## src/rtl/sa3_result_collector.sv

```systemverilog
// sa3_result_collector: gathers staggered 3-column PE outputs into a saturated 2x2 result
module sa3_result_collector #(
  parameter int DATA_W = 8,
  parameter int ACC_W  = DATA_W + 2
) (
  input  logic              clk,
  input  logic              rst_n,
  input  logic              start,
  input  logic [DATA_W-1:0] col0_in,
  input  logic [DATA_W-1:0] col1_in,
  input  logic [DATA_W-1:0] col2_in,
  input  logic              out_ready,
  output logic [DATA_W-1:0] c11,
  output logic [DATA_W-1:0] c12,
  output logic [DATA_W-1:0] c21,
  output logic [DATA_W-1:0] c22,
  output logic              out_valid,
  output logic              sat,
  output logic              busy
);
  typedef enum logic [1:0] {IDLE, COLLECT, HOLD} state_t;
  localparam logic [ACC_W-1:0] MAX = ACC_W'((1 << DATA_W) - 1);
  state_t state, state_nx;
  logic [3:0] k, k_nx, kc;
  logic go, cap, fin;
  logic [ACC_W-1:0] a11, a12, a21, a22, n11, n12, n21, n22, z0, z1, z2;
  function automatic logic [DATA_W-1:0] clip(logic [ACC_W-1:0] a);
    return a > MAX ? {DATA_W{1'b1}} : a[DATA_W-1:0];
  endfunction
  // start is honoured from IDLE, or from HOLD when the held result is being accepted
  always_comb begin
    go = start && (state == IDLE || (state == HOLD && out_ready));
    cap = go || state == COLLECT;
    fin = state == COLLECT && k == 4'd9;
    kc = go ? 4'd0 : k;
    state_nx = state;
    k_nx = k;
    if (go) begin
      state_nx = COLLECT;
      k_nx = 4'd1;
    end else if (fin) begin
      state_nx = HOLD;
      k_nx = 4'd0;
    end else if (state == COLLECT) k_nx = k + 4'd1;
    else if (state == HOLD && out_ready) state_nx = IDLE;
  end
  // capture schedule: each column feeds each element once, staggered by the array skew
  always_comb begin
    z0 = ACC_W'(col0_in);
    z1 = ACC_W'(col1_in);
    z2 = ACC_W'(col2_in);
    n11 = (go ? '0 : a11) + (kc == 4'd0 ? z0 : kc == 4'd2 ? z1 : kc == 4'd4 ? z2 : '0);
    n12 = (go ? '0 : a12) + (kc == 4'd1 ? z0 : kc == 4'd3 ? z1 : kc == 4'd5 ? z2 : '0);
    n21 = (go ? '0 : a21) + (kc == 4'd4 ? z0 : kc == 4'd6 ? z1 : kc == 4'd8 ? z2 : '0);
    n22 = (go ? '0 : a22) + (kc == 4'd5 ? z0 : kc == 4'd7 ? z1 : kc == 4'd9 ? z2 : '0);
  end
  // state and capture index register
  always_ff @(posedge clk or negedge rst_n) begin
    if (!rst_n) begin
      state <= IDLE;
      k <= 4'd0;
    end else begin
      state <= state_nx;
      k <= k_nx;
    end
  end
  // accumulators update on capture cycles; results latch on the final capture
  always_ff @(posedge clk or negedge rst_n) begin
    if (!rst_n) begin
      {a11, a12, a21, a22} <= '0;
      {c11, c12, c21, c22} <= '0;
      sat <= 1'b0;
    end else begin
      if (cap) begin
        a11 <= n11;
        a12 <= n12;
        a21 <= n21;
        a22 <= n22;
      end
      if (fin) begin
        c11 <= clip(n11);
        c12 <= clip(n12);
        c21 <= clip(n21);
        c22 <= clip(n22);
        sat <= n11 > MAX || n12 > MAX || n21 > MAX || n22 > MAX;
      end
    end
  end
  assign out_valid = state == HOLD;
  assign busy = state == COLLECT;
endmodule

```

## config.mk

```make
export PLATFORM = sky130hd
export DESIGN_NAME = sa3_result_collector
export DESIGN_NICKNAME = d
export VERILOG_FILES = /design/src/rtl/sa3_result_collector.sv
export SDC_FILE = /design/constraint.sdc
export NUM_CORES = 1
export LEC_CHECK = 0
export ABC_AREA = 1
export ABC_CLOCK_PERIOD_IN_PS = 3400
export BUFFER_PORTS_ARGS = -buffer_cell sky130_fd_sc_hd__buf_2
export CAP_MARGIN = 5
export CORE_AREA = 2 2 89 155
export DETAILED_ROUTE_END_ITERATION = 7
export DIE_AREA = 0 0 91 157
export PLACE_DENSITY = 0.7
export SKIP_CTS_REPAIR_TIMING = 1
export SYNTH_ARGS = -nofsm -noshare
export SYNTH_HDL_FRONTEND = slang
export SYNTH_SLANG_ARGS = --single-unit
export TNS_END_PERCENT = 30
```

## constraint.sdc

```tcl
create_clock -name clk -period 3.4 [get_ports clk]
set_clock_uncertainty 0.2 [all_clocks]
set_input_delay 0.68 -clock clk [delete_from_list [all_inputs] [get_ports clk]]
set_output_delay 0.68 -clock clk [all_outputs]
set_load 0.01 [all_outputs]
```

; ---- Word level (Yosys, flattened, before mapping)
; Index checks and enable logic that the tools add are counted.
[totals]
register_bits = 79
latchBits = 0
ram_bits = 0
mem_bits_ro = 0
output_inout_bits = 35
wordCells = 74
n_memories = 0
[op_classes]
addsub = 5
multipliers = 0
div = 0
magnitude_cmp = 4
n_eq_ne = 13
shift = 0
muxes = 28
n_bitwise = 0
reduce_logical = 13
[op_table]
columns = op, count
row1 = $mux W8, 16
row2 = $add A10 B8 Y10, 4
row3 = $gt A10 B8 Y1 const B, 4
row4 = $mux W10, 4
row5 = $eq A4 B3 Y1 const B, 4
row6 = $mux W4, 4
row7 = $eq A4 B4 Y1 const B, 3
row8 = $eq A4 B2 Y1 const B, 2
row9 = $mux W2, 4
row10 = $reduce_bool A3 Y1, 2
row11 = $logic_or A1 B1 Y1, 5
row12 = $add A4 B1 Y4 const B, 1
row13 = $eq A4 B1 Y1 const B, 1
row14 = $logic_not A4 Y1, 1
row15 = $logic_and A1 B1 Y1, 3
row16 = $ne A3 B1 Y1 const B, 1
row17 = $eq A2 B1 Y1 const B, 1
row18 = $eq A2 B2 Y1 const B, 1
row19 = $logic_not A2 Y1, 1
row20 = $reduce_and A2 Y1, 1

; ---- Logic depth before layout (Yosys ltp)
; Gate-level depths: netlist of the first run.
[logic_depth]
depth_word = 14
depth_mapped = 26

; ---- Worst setup path before layout of the first run
; Ideal clock, no wire load.
[synth_timing]
path_type = input -> register
from = input port out_ready
to = register sat
setup_ns = 0.113
t_arrival_ns = 3.281
slack_ns = -0.194
path_stages = 23
cell_sequence = inv_1 -> nand2_1 -> nand2_4 -> inv_4 -> nor2_1 -> nand2_1 -> nor3_4 -> a21oi_1 -> a22oi_1 -> ha_1 -> inv_1 -> fa_1 -> nand3b_1 -> nand2_1 -> nand2_1 -> nand3_1 -> nand2_1 -> nor2_4 -> nand3_2 -> nor2_1 -> nand3_1 -> nand2_1 -> inv_1
[synth_between]
elab_chain_cells = 13
word_cells_on_any_way = 41
cone_classes = add/sub: 4 / order compare: 4 / eq/ne: 9 / mux: 17 / reduce/logical: 7
[synth_lines]
columns = element, line
row1 = "start, declared", 12  ; input logic out_ready,
row2 = $logic_and A1 B1 Y1 (*), 32  ; go = start && (state == IDLE || (state == HOLD && out_ready));
row3 = $logic_or A1 B1 Y1 (*), 32
row4 = $logic_and A1 B1 Y1 (*), 32
row5 = $mux W4, 35  ; kc = go ? 4'd0 : k;
row6 = "$eq A4 B3 Y1, on equally long branches", n/a
row7 = "$mux W8, on equally long branches (3 in series)", "52, 53"
row8 = "$add A10 B8 Y10, on equally long branches", "52, 53"
row9 = $gt A10 B8 Y1, 85  ; sat <= n11 > MAX || n12 > MAX || n21 > MAX || n22 > MAX;
row10 = $logic_or A1 B1 Y1 (2 in series), 85
row11 = $logic_or A1 B1 Y1 (*), 85
row12 = "end signal, assigned", 85
row13 = "end, declared", 18  ; output logic sat,
; Every way passes the cells marked *; elsewhere a longest branch is shown, timed or not.
; A chain may end at the register's enable or synchronous reset.

; ---- Final worst setup path of the first run
[layout_timing]
from = input port out_ready
to = register c22[6]
[layout_between]
elab_chain_cells = 11
word_cells_on_any_way = 14
cone_classes = add/sub: 1 / order compare: 1 / eq/ne: 3 / mux: 6 / reduce/logical: 3
[layout_lines]
columns = element, line
row1 = $logic_and A1 B1 Y1 (*), 32
row2 = $logic_or A1 B1 Y1 (*), 32
row3 = $logic_and A1 B1 Y1 (*), 32
row4 = $mux W4, 35
row5 = $eq A4 B4 Y1, 55  ; n22 = (go ? '0 : a22) + (kc == 4'd5 ? z0 : kc == 4'd7 ? z1 : kc == 4'd9 ? z2 : '0);
row6 = $mux W8 (3 in series), 55
row7 = $add A10 B8 Y10 (*), 55
row8 = $gt A10 B8 Y1, 28  ; return a > MAX ? {DATA_W{1'b1}} : a[DATA_W-1:0];
row9 = $mux W8 (*), 28
row10 = "end signal, assigned", 84  ; c22 <= clip(n22);
row11 = "end, declared", 16  ; output logic [DATA_W-1:0] c22,
; Marked as above.

==> out/qor.yml, run 1 <==
routing:
  ant_nets: 0
  wl_per_cell_um: 15.1
  num_vias: 5931
  viasPerCell: 5.18
  wl_mm: 17.3
  dr_wl_met3_um: 713
  top_layer: "met4"
  met1_length_mm: 6.59
  first_pass_iters: 5
  drc: 0
  dr_wl_met2_mm: 8.70
  detailedRoute.firstIterationViolations: 377
synthesis:
  syn_area_mm2: 0.00573
  ys_ff_latch: 79
  yosysWarnings: 0
  synth_xor_area_frac: 0.0367
  async_reset_ff_frac: 1.00
  synthAdderAreaFrac: 0.0883
  synthSimpleGateAreaFrac: 0.297
  muxShareOfSynthArea: 0
  synth_top_family_by_area: "simple AND/OR/NAND/NOR gates"
  synth_ff_type: "dfrtp_1"
  synth_compound_area_frac: 0.131
  mappedNetlistNets: 873
  synth_cells: 807
  synthDistinctLibCells: 45
  synth_edf_count: 0
  syn_avg_cell_area_um2: 7.09
  yosysSeqAreaShare: 0.345
setup_path:
  crit_required_ns: 3.44
  critPathKind: "input pin to register"
  crit_arrival_ns: 3.29
  cp-end-kind: "register"
  cp_max_fo: 8
  critPathLaunchType: "input pin"
  r2r_slack_ns: 0.19
clock_network:
  clk_path_buf_depth: 2
  cts_made_buffers: 9
  clk_pin_slew_ns: 0.06
  htreeDepth: 3
  root_buffer: "clkbuf_16"
  clkSinkCount: 79
  cts_tree: "built"
  worstSkewPairLatency_ns: 0.34
timing:
  worst_pin_slew_ns: 1.02
  min_period_ns: 3.26
  setup_ws_ns: 0.144
  hold_viol: 0
  slew_violations: 0
  timing.fmax_ghz: 0.307
  fin_crit_sh: 0.958
  maxSlewHeadroom: 0.318
  rsz0062_at_grt: "true"
  setup_viol: 0
global_routing:
  antenna_found_initial: 0
  grt_pass1_vias: 5898
  grt_start_max_net_pins: 80
  grt.overflow.total: 0
  grt_pass1_wl_mm: 27.8
  grt_usage: 0.247
layout:
  finalNonFillerCells: 1144
  antenna_cells: 0
  n_fill_cell: 1238
  drive_gt1_frac: 0.280
  nNetsFinal: 1034
  syn2layout_area_growth_pct: 31.9
place:
  io_buffers: 62
  dp_hpwl_mm: 13.0
  gp_congestion: 0.974
  dpl.cell_count: 1123
  pre_cts_ws_ns: -0.459
floorplanning:
  initial_core_util: 0.443
  die-area_mm2: 0.0143
  die_y_um: 157
  ios: 63
  rows: 55
  die_w_um: 91
  core_mm2: 0.0129
power:
  leakage_nw: 4.05
  p_total_mw: 2.60
  powerDensity_mw_per_mm2: 345
  ir_drop_mv: 0.229
job:
  drv_cap: 0
outcome:
  status: "completed"
min_path:
  hp-class: "register to register"
==> cell usage in the layout, fill, tap and decap left out, drive strengths merged, types with 8 or more instances in the layout <==
cell    instances
o211ai          8
clkbuf          9
nor2           93
o21ai          50
a21oi          37
inv           130
nand3          50
nand2         225
dfrtp          79
ha             34
xor2           17
o22ai          13
buf           168
a31oi          10
==> cell type report <==
type | instances | area, um^2 | share of cell area
clock inverter | 7 | 103 | 0.0136
timing repair buffer | 168 | 1120 | 0.148
inverter | 128 | 495 | 0.0656
multi-input combinational | 582 | 3410 | 0.452
tap | 171 | 214 | 0.0283
sequential | 79 | 1980 | 0.262
clock buffer | 9 | 225 | 0.0298
==> critical path, stage by stage <==
cell and delay, ns:
buf_2 0.12, inv_6 0.05, nand2_4 0.04, nand2_4 0.09
inv_8 0.05, nor2_2 0.11, inv_2 0.07, nor2_4 0.13
nand2_2 0.09, inv_4 0.10, a21oi_1 0.05, a22oi_1 0.16
ha_2 0.23, inv_1 0.07, fa_1 0.39, o21ai_2 0.16
nand2_1 0.08, nand3_2 0.09, xor2_2 0.11, nor2_4 0.20
nand2_1 0.07, nand2_1 0.07, nand2_1 0.05
==> final timing paths <==
kind | start | to | cells past startpoint
worst min register to register | c22[6] | c22[6] | 2
worst max register to register | k[3] | c22[6] | 19
max in group asynchronous | rst_n | k[0] | 1
min in group asynchronous | rst_n | state[0] | 1
worst max-delay path | out_ready | c22[6] | 23
worst min-delay path | c22[6] | c22[6] | 2
==> through the flow <==
step                hold slack (ns)   util  TNS, ns  cell area (um^2)
finish                        0.278  0.584        0              7550
global route                  0.307  0.584   -0.501              7550
floorplan                     0.184      -   -0.316              5760
CTS                           0.283  0.563   -0.438              7280
detailed placement            0.260  0.538   -11.47              6960
global placement              0.261  0.538    -8.98              6960
==> per-layer routing <==
metal,vias up,global-route usage
met5,-,0
met4,0,0.182
met3,78,0.0326
met2,190,0.441
met1,2743,0.265
li1,2920,-
==> kinds of logic (layout without fill, tap and decap cells) <==
| kind of cell | count (synthesis) | count (layout) |
|---|---|---|
| xor+xnor | 24 | 24 |
| compound gates | 131 | 131 |
| buf+inv | 148 | 312 |
| fa+ha+maj | 38 | 38 |
| simple gates | 387 | 389 |
| flops | 79 | 79 |
==> report_power, final <==
part / internal (mW) / switching [mW] / total, mW
registers: 0.999 / 0.0276 / 1.03
clock network: 0.651 / 0.424 / 1.08
logic: 0.214 / 0.289 / 0.503
==> state kept, by name, summed over array words and instances, names as in the netlist <==
signal,cells
a11,10
c11,8
k,4
c22,8
sat,1
a22,10
state,2
c21,8
c12,8
a21,10
a12,10
==> Yosys cell counts (6+ instances only) <==
| master | count | area (um^2) |
|---|---|---|
| ha_1 | 34 | 425 |
| nand3_1 | 45 | 225 |
| nor2_1 | 81 | 304 |
| dfrtp_1 | 79 | 1980 |
| inv_2 | 9 | 33.8 |
| xor2_1 | 17 | 149 |
| o21ai_0 | 42 | 210 |
| a22oi_1 | 7 | 52.6 |
| o211ai_1 | 8 | 60.1 |
| a31oi_1 | 10 | 62.6 |
| o22ai_1 | 13 | 81.3 |
| inv_1 | 117 | 439 |
| clkbuf_1 | 9 | 33.8 |
| nand2_1 | 222 | 833 |
| a21oi_1 | 36 | 180 |
| xnor2_1 | 7 | 61.3 |
| o21ai_1 | 7 | 35.0 |
| buf_2 | 7 | 35.0 |
| nor2_2 | 6 | 37.5 |
| nand4_1 | 6 | 37.5 |
(Power assumes the default switching activity.)
==> run 2: changes to the inputs <==
Settings changed: ABC_CLOCK_PERIOD_IN_PS 3400 to 2900, CORE_AREA 2 2 89 155 to 2 2 84 147, DIE_AREA 0 0 91 157 to 0 0 86 149, PLACE_DENSITY 0.7 to 0.76.
Clock period 3.4 ns to 2.9 ns, I/O delays scaled along.
==> run 2 against run 1 <==
- combinational power increased by 40%
- sequential power increased by 17%
- via count increased by 6.6%
- critical endpoint is now sat
- non-clock buffer count increased by 47
- final cell count increased by 1.1%
- worst setup slack got worse by 0.49 ns
- the run now ends with negative hold slack, negative setup slack left
- core utilization increased by 12 points
- sequential share of layout area decreased by 2.3 points
- clock power increased by 18%
- die area decreased by 10%
==> out/qor.yml, run 2 (synthesized netlist as in run 1, its figures left out) <==
floorplanning:
  die_w_um: 86  # was 91 um
  rows: 53  # was 55
  core_mm2: 0.0117  # was 0.0129 mm^2
  die-area_mm2: 0.0128  # was 0.0143 mm^2
  die_y_um: 149  # was 157 um
  ios: 63  # unchanged
  initial_core_util: 0.488  # was 0.443
place:
  dpl.cell_count: 1126  # was 1,123
  dp_hpwl_mm: 13.2  # was 13.0 mm
  gp_congestion: 0.965  # was 0.974
  placed_area_mm2: 0.00725  # was 0.00696 mm^2
  io_buffers: 62  # unchanged
clock_network:
  cts_made_buffers: 9  # unchanged
  cts_tree: "built"  # unchanged
  clk_pin_slew_ns: 0.07  # was 0.06 ns
  worstSkewPairLatency_ns: 0.35  # was 0.34 ns
  root_buffer: "clkbuf_16"  # unchanged
  clkSinkCount: 79  # unchanged
  clk_path_buf_depth: 2  # unchanged
  htreeDepth: 3  # unchanged
outcome:
  failed_checks: "negative hold slack, negative setup slack"
  status: "finished with violations"  # was completed
routing:
  num_vias: 6320  # was 5,931
  ant_nets: 0  # unchanged
  wl_per_cell_um: 16.6  # was 15.1 um
  detailedRoute.firstIterationViolations: 494  # was 377
  drc: 0  # unchanged
  viasPerCell: 5.46  # was 5.18
  wl_mm: 19.2  # was 17.3 mm
  first_pass_iters: 7  # was 5
global_routing:
  grt_start_max_net_pins: 49  # was 80
  gr-usage-met2: 0.490  # was 0.441
  grt_busiest_layer: "met2"  # unchanged
  grt_util_met3: 0.0509  # was 0.0326
  grt_pass1_wl_mm: 27.5  # was 27.8 mm
  grt.overflow.total: 0  # unchanged
  grt_pass1_vias: 5902  # was 5,898
  grt_usage: 0.275  # was 0.247
  antenna_found_initial: 0  # unchanged
  use_met1: 0.298  # was 0.265
setup_path:
  r2r_end: "c12[6]"  # was c22[6]
  critPathLaunchType: "input pin"  # unchanged
  slowest_stage: "ha_1"  # was fa_1
  r2r_slack_ns: -0.34  # was 0.19 ns
  cp_slowest_stage_delay_ns: 0.31  # was 0.39 ns
  r2r-start: "state[0]"  # was k[3]
  crit_required_ns: 2.95  # was 3.44 ns
  cp-end-kind: "register"  # unchanged
  cp_top_family: "simple AND/OR/NAND/NOR gates"  # unchanged
  crit_buf_inv: 8  # was 6
  crit_arrival_ns: 3.30  # was 3.29 ns
  critPathKind: "input pin to register"  # unchanged
  cp_max_fo: 6  # was 8
  reg2reg_depth: 25  # was 19
  crit_top_cell: "nand2_1"  # unchanged
layout:
  finalNonFillerCells: 1157  # was 1,144
  seq_area_mm2: 0.00198  # about the same
  final_cell_area_mm2: 0.00827  # was 0.00755 mm^2
  nNetsFinal: 1081  # was 1,034
  final_common_cell: "nand2_1"  # unchanged
  antenna_cells: 0  # unchanged
  n_fill_cell: 849  # was 1,238
  most-common-layout-cells: "nand2_1 (201), buf_4 (142), inv_1 (107), dfrtp_1 (79), nor2_1 (74)"  # was nand2_1 (215), inv_1 (108), buf_4 (104), nor2_1 (79), dfrtp_1 (77)
  drive_gt1_frac: 0.374  # was 0.280
  syn2layout_area_growth_pct: 44.5  # was 31.9%
  multi_input_area_mm2: 0.00374  # was 0.00341 mm^2
timing:
  fin_crit_sh: 1.12
  hold_viol: 31  # was 0
  slew_violations: 0  # unchanged
  rsz0062_at_grt: "true"  # unchanged
  setup_ws_ns: -0.349  # was 0.144 ns
  maxSlewHeadroom: 0.534  # was 0.318
  hold_slack_ns: -0.0339  # was 0.278 ns
  min_period_ns: 3.25
  worst_pin_slew_ns: 0.698  # was 1.02 ns
  setup_viol: 50  # was 0
  timing.fmax_ghz: 0.308
power:
  p_total_mw: 3.17  # was 2.60 mW
  leakage_nw: 4.38  # was 4.05 nW
  powerDensity_mw_per_mm2: 384  # was 345 mW/mm^2
  ir_drop_mv: 0.263  # was 0.229 mV
min_path:
  hp-class: "input pin to asynchronous set/reset pin"  # was register to register
job:
  drv_cap: 0  # unchanged
run 2: cell types whose count changed in the layout (fill, tap and decap cells not counted), sizes merged:
cell,change
clkbuf,+1
clkinv,+1
clkinvlp,-1
buf,+46
run 2: worst max-delay path by stage:
stage               from     end  slack (ns)  cells after the start
6_report       out_ready     sat       -0.35                     25
5_1_grt         state[1]  c12[6]       -0.55                     23
3_3_place_gp   out_ready  c12[6]       -0.89                     23
3_5_place_dp   out_ready  c12[6]       -0.95                     23
2_1_floorplan  out_ready     sat       -0.45                     23
4_1_cts        out_ready  c12[6]       -0.62                     23
run 2: layout make-up:
type / instances / area share
inverters: 128 / 0.0617
flip-flops and latches: 79 / 0.239
clock inverters: 7 / 0.0124
repair buffers: 215 / 0.186
clock buffers: 9 / 0.0272
well taps: 137 / 0.0207
multi-input cells: 582 / 0.453
run 2: where the power goes:
group	switching, mW	internal (mW)	total, mW
combinational	0.401	0.303	0.704
clock	0.500	0.766	1.27
sequential	0.0338	1.17	1.20
run 2: layer usage:
metal / routed length (um) / share of wire / up-vias
li1: - / - / 3002
met1: 6890 / 0.36 / 2941
met2: 9860 / 0.51 / 275
met3: 1180 / 0.061 / 102
met4: 1270 / 0.066 / 0
met5: 0 / 0 / -
run 2: per-stage QoR:
stage | TNS, ns | utilization | worst slack (ns) | hold slack [ns]
2_1_floorplan | -12.39 | - | -0.454 | 0.0844
3_3_place_gp | -36.03 | 0.617 | -0.894 | 0.261
3_5_place_dp | -39.06 | 0.617 | -0.948 | 0.260
4_1_cts | -18.37 | 0.645 | -0.621 | -0.0161
5_1_grt | -19.08 | 0.705 | -0.545 | 0.00470
6_report | -9.53 | 0.705 | -0.349 | -0.0339
